`config.mk`:
```
export PLATFORM = sky130hd
export DESIGN_NAME = dbb_axi_mem_responder
export DESIGN_NICKNAME = d
export VERILOG_FILES = /design/src/rtl/dbb_resp_pkg.sv /design/src/rtl/dbb_resp_rd_fifo.sv /design/src/rtl/dbb_axi_mem_responder.sv
export SDC_FILE = /design/constraint.sdc
export NUM_CORES = 1
export LEC_CHECK = 0
export ABC_CLOCK_PERIOD_IN_PS = 7300
export BUFFER_PORTS_ARGS = -buffer_cell sky130_fd_sc_hd__buf_2
export CAP_MARGIN = 20
export CORE_UTILIZATION = 50
export CTS_BUF_LIST = sky130_fd_sc_hd__clkbuf_8
export DETAILED_ROUTE_END_ITERATION = 10
export PLACE_DENSITY = 0.76
export SLEW_MARGIN = 20
export SYNTH_ARGS = -nofsm -noshare
export SYNTH_HDL_FRONTEND = slang
export SYNTH_SLANG_ARGS = --single-unit
```
`constraint.sdc`:
```
create_clock -name dla_core_clk -period 7.3 [get_ports dla_core_clk]
set_clock_uncertainty 0.15 [all_clocks]
set_input_delay 0.73 -clock dla_core_clk [delete_from_list [all_inputs] [get_ports dla_core_clk]]
set_output_delay 0.73 -clock dla_core_clk [all_outputs]
set_load 0.05 [all_outputs]
```
`src/rtl/dbb_resp_pkg.sv`:
```
// Shared types and constants for the dbb AXI memory responder.
package dbb_resp_pkg;

  localparam logic [1:0] RESP_OKAY   = 2'b00;
  localparam logic [1:0] RESP_SLVERR = 2'b10;
  localparam logic [1:0] BURST_INCR  = 2'b01;
  localparam logic [2:0] SIZE_64B    = 3'b011;

  // Width of the data field carried in the read FIFO (matches the dbb port).
  localparam int unsigned DBB_DATA_W = 64;

  typedef enum logic [1:0] {
    ST_IDLE,
    ST_WR_DATA,
    ST_WR_RESP,
    ST_RD
  } state_e;

  typedef struct packed {
    logic [DBB_DATA_W-1:0] data;
    logic [1:0]            resp;
  } rd_entry_t;

endpackage

```
`src/rtl/dbb_resp_rd_fifo.sv`:
```
// Synchronous read-data FIFO with occupancy count; DEPTH must be a power of 2.
module dbb_resp_rd_fifo #(
  parameter int unsigned WIDTH = 66,
  parameter int unsigned DEPTH = 4
) (
  input  logic                   clk,
  input  logic                   rst,
  input  logic                   push,
  input  logic [WIDTH-1:0]       push_data,
  input  logic                   pop,
  output logic [WIDTH-1:0]       head,
  output logic [$clog2(DEPTH):0] count,
  output logic                   empty,
  output logic                   full
);

  localparam int unsigned PW = $clog2(DEPTH);

  logic [WIDTH-1:0] store [DEPTH];
  logic [PW-1:0]    wptr;
  logic [PW-1:0]    rptr;
  logic             push_ok;
  logic             pop_ok;

  assign empty   = (count == '0);
  assign full    = (count == ($clog2(DEPTH)+1)'(DEPTH));
  assign push_ok = push && !full;
  assign pop_ok  = pop && !empty;
  assign head    = store[rptr];

  // Entry storage; no reset needed since reads are gated by the count.
  always_ff @(posedge clk) begin
    if (push_ok) begin
      store[wptr] <= push_data;
    end
  end

  // Pointers and occupancy; push and pop together leave the count unchanged.
  always_ff @(posedge clk) begin
    if (rst) begin
      wptr  <= '0;
      rptr  <= '0;
      count <= '0;
    end else begin
      if (push_ok) wptr <= wptr + PW'(1);
      if (pop_ok)  rptr <= rptr + PW'(1);
      case ({push_ok, pop_ok})
        2'b10:   count <= count + 1'b1;
        2'b01:   count <= count - 1'b1;
        default: count <= count;
      endcase
    end
  end

endmodule

```
`src/rtl/dbb_axi_mem_responder.sv`:
```
// AXI4 slave terminating the NVDLA dbb port onto a req/gnt word memory.
// One transaction at a time, round-robin read/write arbitration, credit-limited
// read FIFO. Optional beat/error counters under `DBB_RESP_PERF_CNT_EN.
module dbb_axi_mem_responder
  import dbb_resp_pkg::*;
#(
  parameter int unsigned DATA_W        = 64,
  parameter int unsigned ID_W          = 8,
  parameter int unsigned MEM_AW        = 20,
  parameter logic [31:0] MEM_BASE      = 32'h0000_0000,
  parameter int unsigned RD_FIFO_DEPTH = 4
) (
  input  logic                  dla_core_clk,
  input  logic                  dla_reset,
  input  logic                  s_awvalid,
  output logic                  s_awready,
  input  logic [ID_W-1:0]       s_awid,
  input  logic [7:0]            s_awlen,
  input  logic [31:0]           s_awaddr,
  input  logic [2:0]            s_awsize,
  input  logic [1:0]            s_awburst,
  input  logic                  s_wvalid,
  output logic                  s_wready,
  input  logic [DATA_W-1:0]     s_wdata,
  input  logic [DATA_W/8-1:0]   s_wstrb,
  input  logic                  s_wlast,
  output logic                  s_bvalid,
  input  logic                  s_bready,
  output logic [ID_W-1:0]       s_bid,
  output logic [1:0]            s_bresp,
  input  logic                  s_arvalid,
  output logic                  s_arready,
  input  logic [ID_W-1:0]       s_arid,
  input  logic [7:0]            s_arlen,
  input  logic [31:0]           s_araddr,
  input  logic [2:0]            s_arsize,
  input  logic [1:0]            s_arburst,
  output logic                  s_rvalid,
  input  logic                  s_rready,
  output logic [ID_W-1:0]       s_rid,
  output logic [DATA_W-1:0]     s_rdata,
  output logic [1:0]            s_rresp,
  output logic                  s_rlast,
  output logic                  mem_req,
  output logic                  mem_we,
  output logic [MEM_AW-1:0]     mem_addr,
  output logic [DATA_W-1:0]     mem_wdata,
  output logic [DATA_W/8-1:0]   mem_wstrb,
  input  logic                  mem_gnt,
  input  logic                  mem_rvalid,
  input  logic [DATA_W-1:0]     mem_rdata
`ifdef DBB_RESP_PERF_CNT_EN
  ,
  output logic [31:0]           wr_beat_cnt,
  output logic [31:0]           rd_beat_cnt,
  output logic [15:0]           err_cnt
`endif
);

  localparam int unsigned STRB_W     = DATA_W / 8;
  localparam int unsigned BEAT_SHIFT = $clog2(STRB_W);
  localparam int unsigned CNT_W      = $clog2(RD_FIFO_DEPTH) + 1;
  localparam logic [63:0] WIN_BYTES  = 64'(STRB_W) << MEM_AW;
  localparam logic [CNT_W:0] DEPTH_C = (CNT_W+1)'(RD_FIFO_DEPTH);

  state_e            state;
  state_e            state_nxt;
  logic              rd_pref;
  logic [ID_W-1:0]   id_q;
  logic [7:0]        len_q;
  logic [MEM_AW-1:0] addr_q;
  logic              err_q;
  logic              mis_q;
  logic [8:0]        wr_cnt;
  logic [8:0]        rd_iss;
  logic [8:0]        rd_pop;
  logic [CNT_W-1:0]  out_cnt;

  // Arbitration and request decode
  logic              pick_rd;
  logic              pick_wr;
  logic              accept;
  logic [ID_W-1:0]   a_id;
  logic [7:0]        a_len;
  logic [31:0]       a_addr;
  logic [2:0]        a_size;
  logic [1:0]        a_burst;
  logic [32:0]       a_diff;
  logic [63:0]       a_end;
  logic              a_err;
  logic [MEM_AW-1:0] a_word;

  // Control strobes
  logic              wr_over;
  logic              w_acc;
  logic              credit_ok;
  logic              issue;
  logic              push;
  rd_entry_t         push_entry;
  logic              pop;
  logic              rd_valid;
  rd_entry_t         head;
  logic [CNT_W-1:0]  fifo_count;
  logic              fifo_empty;
  logic              fifo_full;

  dbb_resp_rd_fifo #(
    .WIDTH ($bits(rd_entry_t)),
    .DEPTH (RD_FIFO_DEPTH)
  ) u_rd_fifo (
    .clk       (dla_core_clk),
    .rst       (dla_reset),
    .push      (push),
    .push_data (push_entry),
    .pop       (pop),
    .head      (head),
    .count     (fifo_count),
    .empty     (fifo_empty),
    .full      (fifo_full)
  );

  // Select the winning address channel and decode its window/format errors.
  always_comb begin
    pick_rd = s_arvalid && (!s_awvalid || rd_pref);
    pick_wr = s_awvalid && !pick_rd;
    a_id    = pick_rd ? s_arid    : s_awid;
    a_len   = pick_rd ? s_arlen   : s_awlen;
    a_addr  = pick_rd ? s_araddr  : s_awaddr;
    a_size  = pick_rd ? s_arsize  : s_awsize;
    a_burst = pick_rd ? s_arburst : s_awburst;
    // Borrow out of the 33-bit subtraction flags an address below the window.
    a_diff  = {1'b0, a_addr} - {1'b0, MEM_BASE};
    a_end   = {32'h0, a_diff[31:0]} + (64'({1'b0, a_len} + 9'd1) << BEAT_SHIFT);
    a_err   = (a_burst != BURST_INCR) || (a_size != SIZE_64B) ||
              (a_addr[BEAT_SHIFT-1:0] != '0) || a_diff[32] || (a_end > WIN_BYTES);
    a_word  = a_diff[MEM_AW+BEAT_SHIFT-1:BEAT_SHIFT];
  end

  // FSM state register
  always_ff @(posedge dla_core_clk) begin
    if (dla_reset) state <= ST_IDLE;
    else           state <= state_nxt;
  end

  // FSM next-state logic
  always_comb begin
    state_nxt = state;
    case (state)
      ST_IDLE: begin
        if (pick_rd)      state_nxt = ST_RD;
        else if (pick_wr) state_nxt = ST_WR_DATA;
      end
      ST_WR_DATA: if (w_acc && s_wlast)  state_nxt = ST_WR_RESP;
      ST_WR_RESP: if (s_bready)          state_nxt = ST_IDLE;
      ST_RD:      if (pop && s_rlast)    state_nxt = ST_IDLE;
      default:                           state_nxt = ST_IDLE;
    endcase
  end

  // FSM outputs: handshakes, memory requests and FIFO strobes per state
  always_comb begin
    s_awready  = 1'b0;
    s_arready  = 1'b0;
    s_wready   = 1'b0;
    s_bvalid   = 1'b0;
    s_bresp    = RESP_OKAY;
    mem_req    = 1'b0;
    mem_we     = 1'b0;
    w_acc      = 1'b0;
    credit_ok  = 1'b0;
    issue      = 1'b0;
    push       = 1'b0;
    push_entry = '0;
    rd_valid   = 1'b0;
    pop        = 1'b0;
    wr_over    = (wr_cnt > {1'b0, len_q});
    case (state)
      ST_IDLE: begin
        s_awready = pick_wr;
        s_arready = pick_rd;
      end
      ST_WR_DATA: begin
        mem_we = 1'b1;
        if (err_q || wr_over) begin
          s_wready = 1'b1;
        end else begin
          mem_req  = s_wvalid;
          s_wready = mem_gnt;
        end
        w_acc = s_wvalid && s_wready;
      end
      ST_WR_RESP: begin
        s_bvalid = 1'b1;
        s_bresp  = (err_q || mis_q) ? RESP_SLVERR : RESP_OKAY;
      end
      ST_RD: begin
        credit_ok = (rd_iss <= {1'b0, len_q}) &&
                    (({1'b0, fifo_count} + {1'b0, out_cnt}) < DEPTH_C);
        if (err_q) begin
          // Error bursts still pace zero beats through the credit window.
          issue           = credit_ok;
          push            = credit_ok;
          push_entry.resp = RESP_SLVERR;
        end else begin
          mem_req         = credit_ok;
          issue           = credit_ok && mem_gnt;
          push            = mem_rvalid && (out_cnt != '0);
          push_entry.data = mem_rdata;
          push_entry.resp = RESP_OKAY;
        end
        rd_valid = !fifo_empty;
        pop      = rd_valid && s_rready;
      end
      default: ;
    endcase
  end

  assign accept    = (s_awvalid && s_awready) || (s_arvalid && s_arready);
  assign s_bid     = id_q;
  assign s_rid     = id_q;
  assign s_rvalid  = rd_valid;
  assign s_rlast   = rd_valid && (rd_pop == {1'b0, len_q});
  assign s_rdata   = rd_valid ? head.data : '0;
  assign s_rresp   = rd_valid ? head.resp : RESP_OKAY;
  assign mem_addr  = addr_q;
  assign mem_wdata = s_wdata;
  assign mem_wstrb = s_wstrb;

  // Transaction context, beat counters and arbitration pointer
  always_ff @(posedge dla_core_clk) begin
    if (dla_reset) begin
      rd_pref <= 1'b1;
      id_q    <= '0;
      len_q   <= '0;
      addr_q  <= '0;
      err_q   <= 1'b0;
      mis_q   <= 1'b0;
      wr_cnt  <= '0;
      rd_iss  <= '0;
      rd_pop  <= '0;
    end else begin
      case (state)
        ST_IDLE: begin
          if (accept) begin
            id_q   <= a_id;
            len_q  <= a_len;
            addr_q <= a_word;
            err_q  <= a_err;
            mis_q  <= 1'b0;
            wr_cnt <= '0;
            rd_iss <= '0;
            rd_pop <= '0;
            if (s_awvalid && s_arvalid) rd_pref <= !pick_rd;
          end
        end
        ST_WR_DATA: begin
          if (w_acc) begin
            // Saturate so an overlong burst never wraps back into range.
            if (wr_cnt != '1) wr_cnt <= wr_cnt + 9'd1;
            addr_q <= addr_q + MEM_AW'(1);
            if (wr_over || (s_wlast && (wr_cnt < {1'b0, len_q}))) mis_q <= 1'b1;
          end
        end
        ST_RD: begin
          if (issue) begin
            rd_iss <= rd_iss + 9'd1;
            if (!err_q) addr_q <= addr_q + MEM_AW'(1);
          end
          if (pop) rd_pop <= rd_pop + 9'd1;
        end
        default: ;
      endcase
    end
  end

  // Memory reads in flight: up on grant, down on returned data
  always_ff @(posedge dla_core_clk) begin
    if (dla_reset) begin
      out_cnt <= '0;
    end else begin
      case ({issue && !err_q, push && !err_q})
        2'b10:   out_cnt <= out_cnt + 1'b1;
        2'b01:   out_cnt <= out_cnt - 1'b1;
        default: out_cnt <= out_cnt;
      endcase
    end
  end

  // Read data arriving into a full FIFO would be lost.
  assert property (@(posedge dla_core_clk) disable iff (dla_reset) !(mem_rvalid && fifo_full));

`ifdef DBB_RESP_PERF_CNT_EN
  // Free-running event counters for accepted W beats, popped R beats and SLVERRs
  always_ff @(posedge dla_core_clk) begin
    if (dla_reset) begin
      wr_beat_cnt <= '0;
      rd_beat_cnt <= '0;
      err_cnt     <= '0;
    end else begin
      if (w_acc) wr_beat_cnt <= wr_beat_cnt + 32'd1;
      if (pop)   rd_beat_cnt <= rd_beat_cnt + 32'd1;
      if ((s_bvalid && s_bready && (s_bresp == RESP_SLVERR)) ||
          (pop && (s_rresp == RESP_SLVERR)))
        err_cnt <= err_cnt + 16'd1;
    end
  end
`endif

endmodule

```
**Word level (Yosys, flattened, before mapping)**

Memories as Yosys holds them, arrays and structs flattened. A register that Yosys moved wholly into a read port is not among the register bits.
Cells that the tools add are included.

- $add $sub $neg: 13
- Magnitude comparators: 5
- Equal/unequal tests: 23
- Muxes and demuxes: 58
- Reductions and logical operators: 48

Operator list:

| kind | count |
|---|---|
| 64-bit two-way mux | 2 |
| 20-bit two-way mux | 4 |
| 66-bit two-way mux | 1 |
| 20-bit one-hot mux with 3 select lines | 1 |
| 9-bit one-hot mux with 2 select lines | 3 |
| 9-bit two-way mux | 5 |
| 32-bit by 12-bit adder with 33-bit output | 1 |
| 33-bit by 24-bit greater-than comparator with 1-bit output, second input constant | 1 |
| 32-bit two-way mux | 1 |
| 9-bit by 1-bit adder with 9-bit output, second input constant | 3 |
| 2-bit two-way mux | 12 |
| 1-bit two-way mux | 21 |
| 20-bit by 1-bit adder with 20-bit output, second input constant | 1 |
| 2-bit != test, second input constant | 10 |
| 1-bit logical AND | 18 |
| 8-bit two-way mux | 2 |
| 3-bit one-hot mux with 2 select lines | 2 |
| 4-bit AND reduction | 3 |
| 8-bit by 1-bit adder with 9-bit output, second input constant | 1 |
| 9-bit by 8-bit equality test with 1-bit output | 1 |
| 9-bit by 8-bit greater-than comparator with 1-bit output | 1 |
| 9-bit by 8-bit less-or-equal comparator with 1-bit output | 1 |
| 9-bit by 8-bit less-than comparator with 1-bit output | 1 |
| 9-bit != test, second input constant | 1 |
| other kinds (23) | 50 |

- Register bits after elaboration: 78
- Bits in writable memories: 264
- Input port bits: 252
- Output and inout port bits: 184
- Logic and storage cells: 162
- Memories: 1

Memory list:

| name | depth | width | rd ports | clocked after memory_dff | write ports | line | RTL |
|---|---|---|---|---|---|---|---|
| u_rd_fifo.store | 4 | 66 | 1 | 1 | 1 | dbb_resp_rd_fifo.sv:19 | `logic [WIDTH-1:0] store [DEPTH];` |

**Logic depth before layout (Yosys ltp)**

- Word-level depth: 10
- Mapped depth: 21
- Depth with buffers taken out: 19

**Cells and area by module**

From an unflattened synthesis, not the netlist that was laid out.

- Cell total of the unflattened synthesis: 1437
- Area total of the unflattened synthesis: 17478.0 um2

Modules (own cells, without submodules):

| module | times used | cells an instance | area each (um2) | sequential area each (um2) |
|---|---|---|---|---|
| dbb_resp_rd_fifo | 1 | 398 | 9988.3 | 8107.8 |
| dbb_axi_mem_responder | 1 | 1039 | 7489.7 | 1421.4 |

**Worst setup path after synthesis**

Ideal clock, no wire load.

- Kind: in2reg
- Start point: input s_arvalid
- End point: register err_q
- Setup time: 127 ps
- Arrival time: 4428 ps
- Required time: 7023 ps
- Path slack: 2595 ps
- Cell stages on the path: 19
- Path buffers: 3
- Cell sequence: buf_2 -> buf_4 -> nand2_1 -> buf_2 -> mux2i_1 -> inv_1 -> ha_1 -> nor2b_1 -> nor2b_1 -> xnor2_1 -> ha_1 -> o21a_1 -> o22ai_1 -> a41o_1 -> or4_4 -> or2_1 -> o31a_1 -> o311ai_1 -> nand2_1

- Elaborated cells on any way between the ends: 22
- Those cells by class: add/sub: 2; order compare: 1; eq/ne: 2; mux: 6; reduce/logical: 11

RTL lines:

| what | line | RTL |
|---|---|---|
| start, declared | dbb_axi_mem_responder.sv:31 | `input logic s_arvalid,` |
| 1-bit logical AND | dbb_axi_mem_responder.sv:124 | `pick_rd = s_arvalid && (!s_awvalid \|\| rd_pref);` |
| 8-bit two-way mux | dbb_axi_mem_responder.sv:127 | `a_len = pick_rd ? s_arlen : s_awlen;` |
| net a_len[0] | dbb_axi_mem_responder.sv:84 | `logic [7:0] a_len;` |
| 8-bit by 1-bit adder with 9-bit output | dbb_axi_mem_responder.sv:133 | `a_end = {32'h0, a_diff[31:0]} + (64'({1'b0, a_len} + 9'd1) << BEAT_SHIFT);` |
| 32-bit by 12-bit adder with 33-bit output | dbb_axi_mem_responder.sv:133 |  |
| 33-bit by 24-bit greater-than comparator with 1-bit output | dbb_axi_mem_responder.sv:135 | `(a_addr[BEAT_SHIFT-1:0] != '0) \|\| a_diff[32] \|\| (a_end > WIN_BYTES);` |
| 1-bit logical OR | dbb_axi_mem_responder.sv:135 |  |
| end signal, assigned | dbb_axi_mem_responder.sv:248 | `err_q <= a_err;` |
| end, declared | dbb_axi_mem_responder.sv:72 | `logic err_q;` |

The timed path passes the listed nets, and every way through them passes these cells.
A chain may end at the register's enable or synchronous reset.

**Worst setup path after layout**

- Start point: register rd_pref
- End point: register err_q

- Elaborated cells on any way between the ends: 23
- Those cells by class: add/sub: 2; order compare: 1; eq/ne: 2; mux: 6; reduce/logical: 12

RTL lines:

| what | line | RTL |
|---|---|---|
| start, declared | dbb_axi_mem_responder.sv:68 | `logic rd_pref;` |
| start signal, assigned | dbb_axi_mem_responder.sv:253 | `if (s_awvalid && s_arvalid) rd_pref <= !pick_rd;` |
| 1-bit logical OR | dbb_axi_mem_responder.sv:124 |  |
| 1-bit logical AND | dbb_axi_mem_responder.sv:124 |  |
| 8-bit two-way mux | dbb_axi_mem_responder.sv:127 |  |
| net a_len[1] | dbb_axi_mem_responder.sv:84 |  |
| 8-bit by 1-bit adder with 9-bit output | dbb_axi_mem_responder.sv:133 |  |
| 32-bit by 12-bit adder with 33-bit output | dbb_axi_mem_responder.sv:133 |  |
| 33-bit by 24-bit greater-than comparator with 1-bit output | dbb_axi_mem_responder.sv:135 |  |
| 1-bit logical OR | dbb_axi_mem_responder.sv:135 |  |

The timed path passes the listed nets, and every way through them passes these cells.

==> results by group <==
Timing
  – Max-slew headroom at the worst pin: 34.9%
  – Fin crit share: 64.7%
  – Worst Tran Pin Value: 0.977 ns
  – Crit path time final: 4.73 ns
  – Final setup viols: 0
  – Final setup TNS: 0 ns
  – Hold Fails Final Rpt: 0
  – Slew Viols, Final: 0
  – Fmax: 0.212 GHz
  – Fin Hold WS: 0.264 ns
  – RSZ-0062 raised after global routing: no

Logic synthesis
  – Post-synthesis cell area: 0.0173 mm2
  – Avg Cell Area, Syn: 12.2 um2
  – Fraction of registers with async set/reset: 0%
  – Synth warnings: 0
  – Synth area leaders: edfxtp_1 (45%), dfxtp_1 (9.2%), mux4_2 (8.4%), and2_1 (5.1%), buf_4 (3.6%)
  – Post-synth top area cell: edfxtp_1
  – #FFs+latches synth: 340
  – EDFF count, synth: 260
  – Synth cell types: 85
  – Primary FF master, synth: edfxtp_1
  – Cells after Synth: 1420
  – Yosys top cell area share: 45.1%
  – Seq/Total Area, Yosys: 54.3%

Die
  – Initial Util: 51.3%
  – CORE AREA: 0.0338 mm2
  – Die Span X: 188 um
  – Die height: 188 um
  – Die Area: 0.0354 mm2
  – Num rows: 67
  – Top-Level Pins: 436

Global route
  – Number of global-route vias before repair: 12300
  – Pin count of the biggest net entering global routing: 70
  – First-pass GRT wire length: 66.0 mm
  – Antenna violations before repair: 3
  – Overall routing resource usage: 23.7%
  – Remaining Overflow, GRT: 0

Clock tree
  – Clock-pin transition on the worst setup and hold timing paths: 0.06 ns
  – Root Driver: clkbuf_8
  – CTS H-tree depth: 2
  – Hold-fix buffers, CTS: 0
  – Worst-skew pair later-pin latency: 0.58 ns
  – # resized after CTS: 0
  – Maximum number of buffers from clock root to sink: 3
  – Clock sinks: 340
  – Setup bufs post-CTS: 0
  – TritonCTS Buffers: 55
  – TritonCTS clock tree: yes

Flow run
  – MaxCap Viol Count: 0

Critical path
  – CP arrival: 5.03 ns
  – Slowest stage cell on the critical path: or4_4
  – Crit-path max cell delay: 0.58 ns
  – CP Cell Sequence: and2b_1, nor2_4, mux2i_1, inv_1, ha_1, nor2b_1, nor2b_1, xnor2_1, ha_1, o21a_1, o22ai_1, a41o_1, or4_4, a32oi_1, nand4_1, o311ai_1, nand2_1
  – WP buf/inv: 1
  – CP max FO: 12
  – Startpoint Class: flop
  – CP Depth: 17
  – CP required: 7.61 ns
  – Crit end category: flop
  – R2R depth: 17
  – Crit Path Category: reg2reg
  – Largest delay contributor family on the critical path: simple AND/OR/NAND/NOR gates

Place
  – DP HPWL: 28.7 mm
  – Placed Area: 0.0186 mm2
  – # port buffers: 289
  – Gpl congestion: 0.921

Route
  – Wl on met1: 17.4 mm
  – Iteration-0 DRC Markers: 810
  – Routed Antenna Nets: 0
  – # DRC: 0
  – DR vias: 12200
  – Met2 routed WL: 20.4 mm
  – Highest routed layer: met5
  – WL met3: 3.47 mm
  – Final wirelength: 42.4 mm
  – Pre-antenna DRT Iters: 6
  – Routed wire per std cell: 20.0 um
  – Via/cell ratio: 5.74

Cells and area
  – Layout area overhead: 13.0%
  – Final Util: 57.9%
  – Commonest cells after routing, fill and taps aside: buf_2 (289), edfxtp_1 (260), and2_1 (137)
  – Layout cells sized above 1: 28.3%
  – Post-Layout Inst Area: 0.0196 mm2
  – Final #Nets: 1924
  – Most common cell after layout, fill and taps aside: buf_2

Min path
  – Min-Delay Path Class: in2reg
  – Hold path cells: 3

Run status
  – Status: complete, no violations

Pwr
  – Cell leakage power: 7.56 nW
  – Overall Power: 4.50 mW
  – Peak supply drop: 0.000162 V
  – Pwr dens: 230 mW/mm2
[report_power, final]
part | switching [mW] | total, mW | leakage [nW] | internal, mW
combinational | 0.544 | 0.807 | 3.90 | 0.263
clock | 0.726 | 1.49 | 0.597 | 0.761
sequential | 0.0663 | 2.20 | 3.06 | 2.14
total | 1.34 | 4.50 | 7.56 | 3.16
[worst paths after layout]
path,to,slack (ns),start
min reg2reg,mis_q,0.34,mis_q
min,s_bid[2],0.26,s_arid[2]
max reg2reg,err_q,2.57,rd_pref
max,err_q,2.57,rd_pref
[through the flow]
stage	std cells	setup slack, ns
after floorplan	1421	2.60
after global placement	2021	2.11
after CTS	2118	2.60
final	2122	2.57
after detailed placement	2021	2.05
after global routing	2120	2.18
[tightest hold or removal path, cell delays in order]
cell,delay (ns)
buf_2,0.09
nand2_1,0.04
a311oi_1,0.08
[state kept, by name, indices dropped and copies added (netlist names), named ones only]
| register | cells |
|---|---|
| mis_q | 1 |
| err_q | 1 |
| out_cnt | 3 |
| rd_pref | 1 |
| u_rd_fifo.rptr | 2 |
| wr_cnt | 9 |
| u_rd_fifo.wptr | 2 |
| state | 2 |
| u_rd_fifo.count | 3 |
| u_rd_fifo.store | 260 |
| len_q | 8 |
| mem_addr | 20 |
| s_bid | 8 |
| rd_iss | 9 |
| rd_pop | 9 |
[area by class of cell]
cell class / instances / area, um2
flip-flops and latches: 340 / 9410
repair buffers: 304 / 1560
multi-input cells: 897 / 6920
clock buffers: 57 / 785
diodes: 4 / 10.0
inverters: 32 / 120
well taps: 448 / 561
fillers: 2717 / 14200
clock inverters: 40 / 206
[cell usage after synthesis, types with 10 or more instances]
| cell | instances |
|---|---|
| buf_4 | 84 |
| nor2_1 | 99 |
| a31oi_1 | 12 |
| o31ai_1 | 10 |
| mux2i_1 | 22 |
| xor2_1 | 32 |
| clkbuf_1 | 46 |
| nand2_1 | 95 |
| and2_1 | 141 |
| or3_1 | 11 |
| o21ai_0 | 18 |
| dfxtp_1 | 80 |
| mux4_2 | 65 |
| inv_1 | 30 |
| a311oi_1 | 10 |
| and3_1 | 19 |
| nand3_1 | 31 |
| xnor2_1 | 13 |
| buf_2 | 11 |
| a21oi_1 | 56 |
| nor3_1 | 18 |
| nand4_1 | 17 |
| ha_1 | 39 |
| o21a_1 | 10 |
| edfxtp_1 | 260 |
| nand2b_1 | 12 |
[per-layer routing]
layer  vias up  global-route usage [%]
met5         -                   0.824
li1       5653                       -
met4         4                    8.10
met1      5893                    30.4
met2       557                    39.5
met3        81                    5.17
[cell families (layout without fill, tap and decap cells)]
logic type               after synthesis  count (layout)  share of synthesized area [%]
AO/OA/AOI/OAI                        216             216                           9.00
XOR/XNOR                              45              45                           2.27
adder cells (fa/ha/maj)               42              42                           3.16
buffers and inverters                184             433                           5.97
flip-flops                           340             340                           54.3
multiplexers                          88              88                           9.78
other                                  1               6                         0.0216
AND/OR/NAND/NOR                      504             504                           15.5
Note: power is estimated with default switching activity, not from simulation.
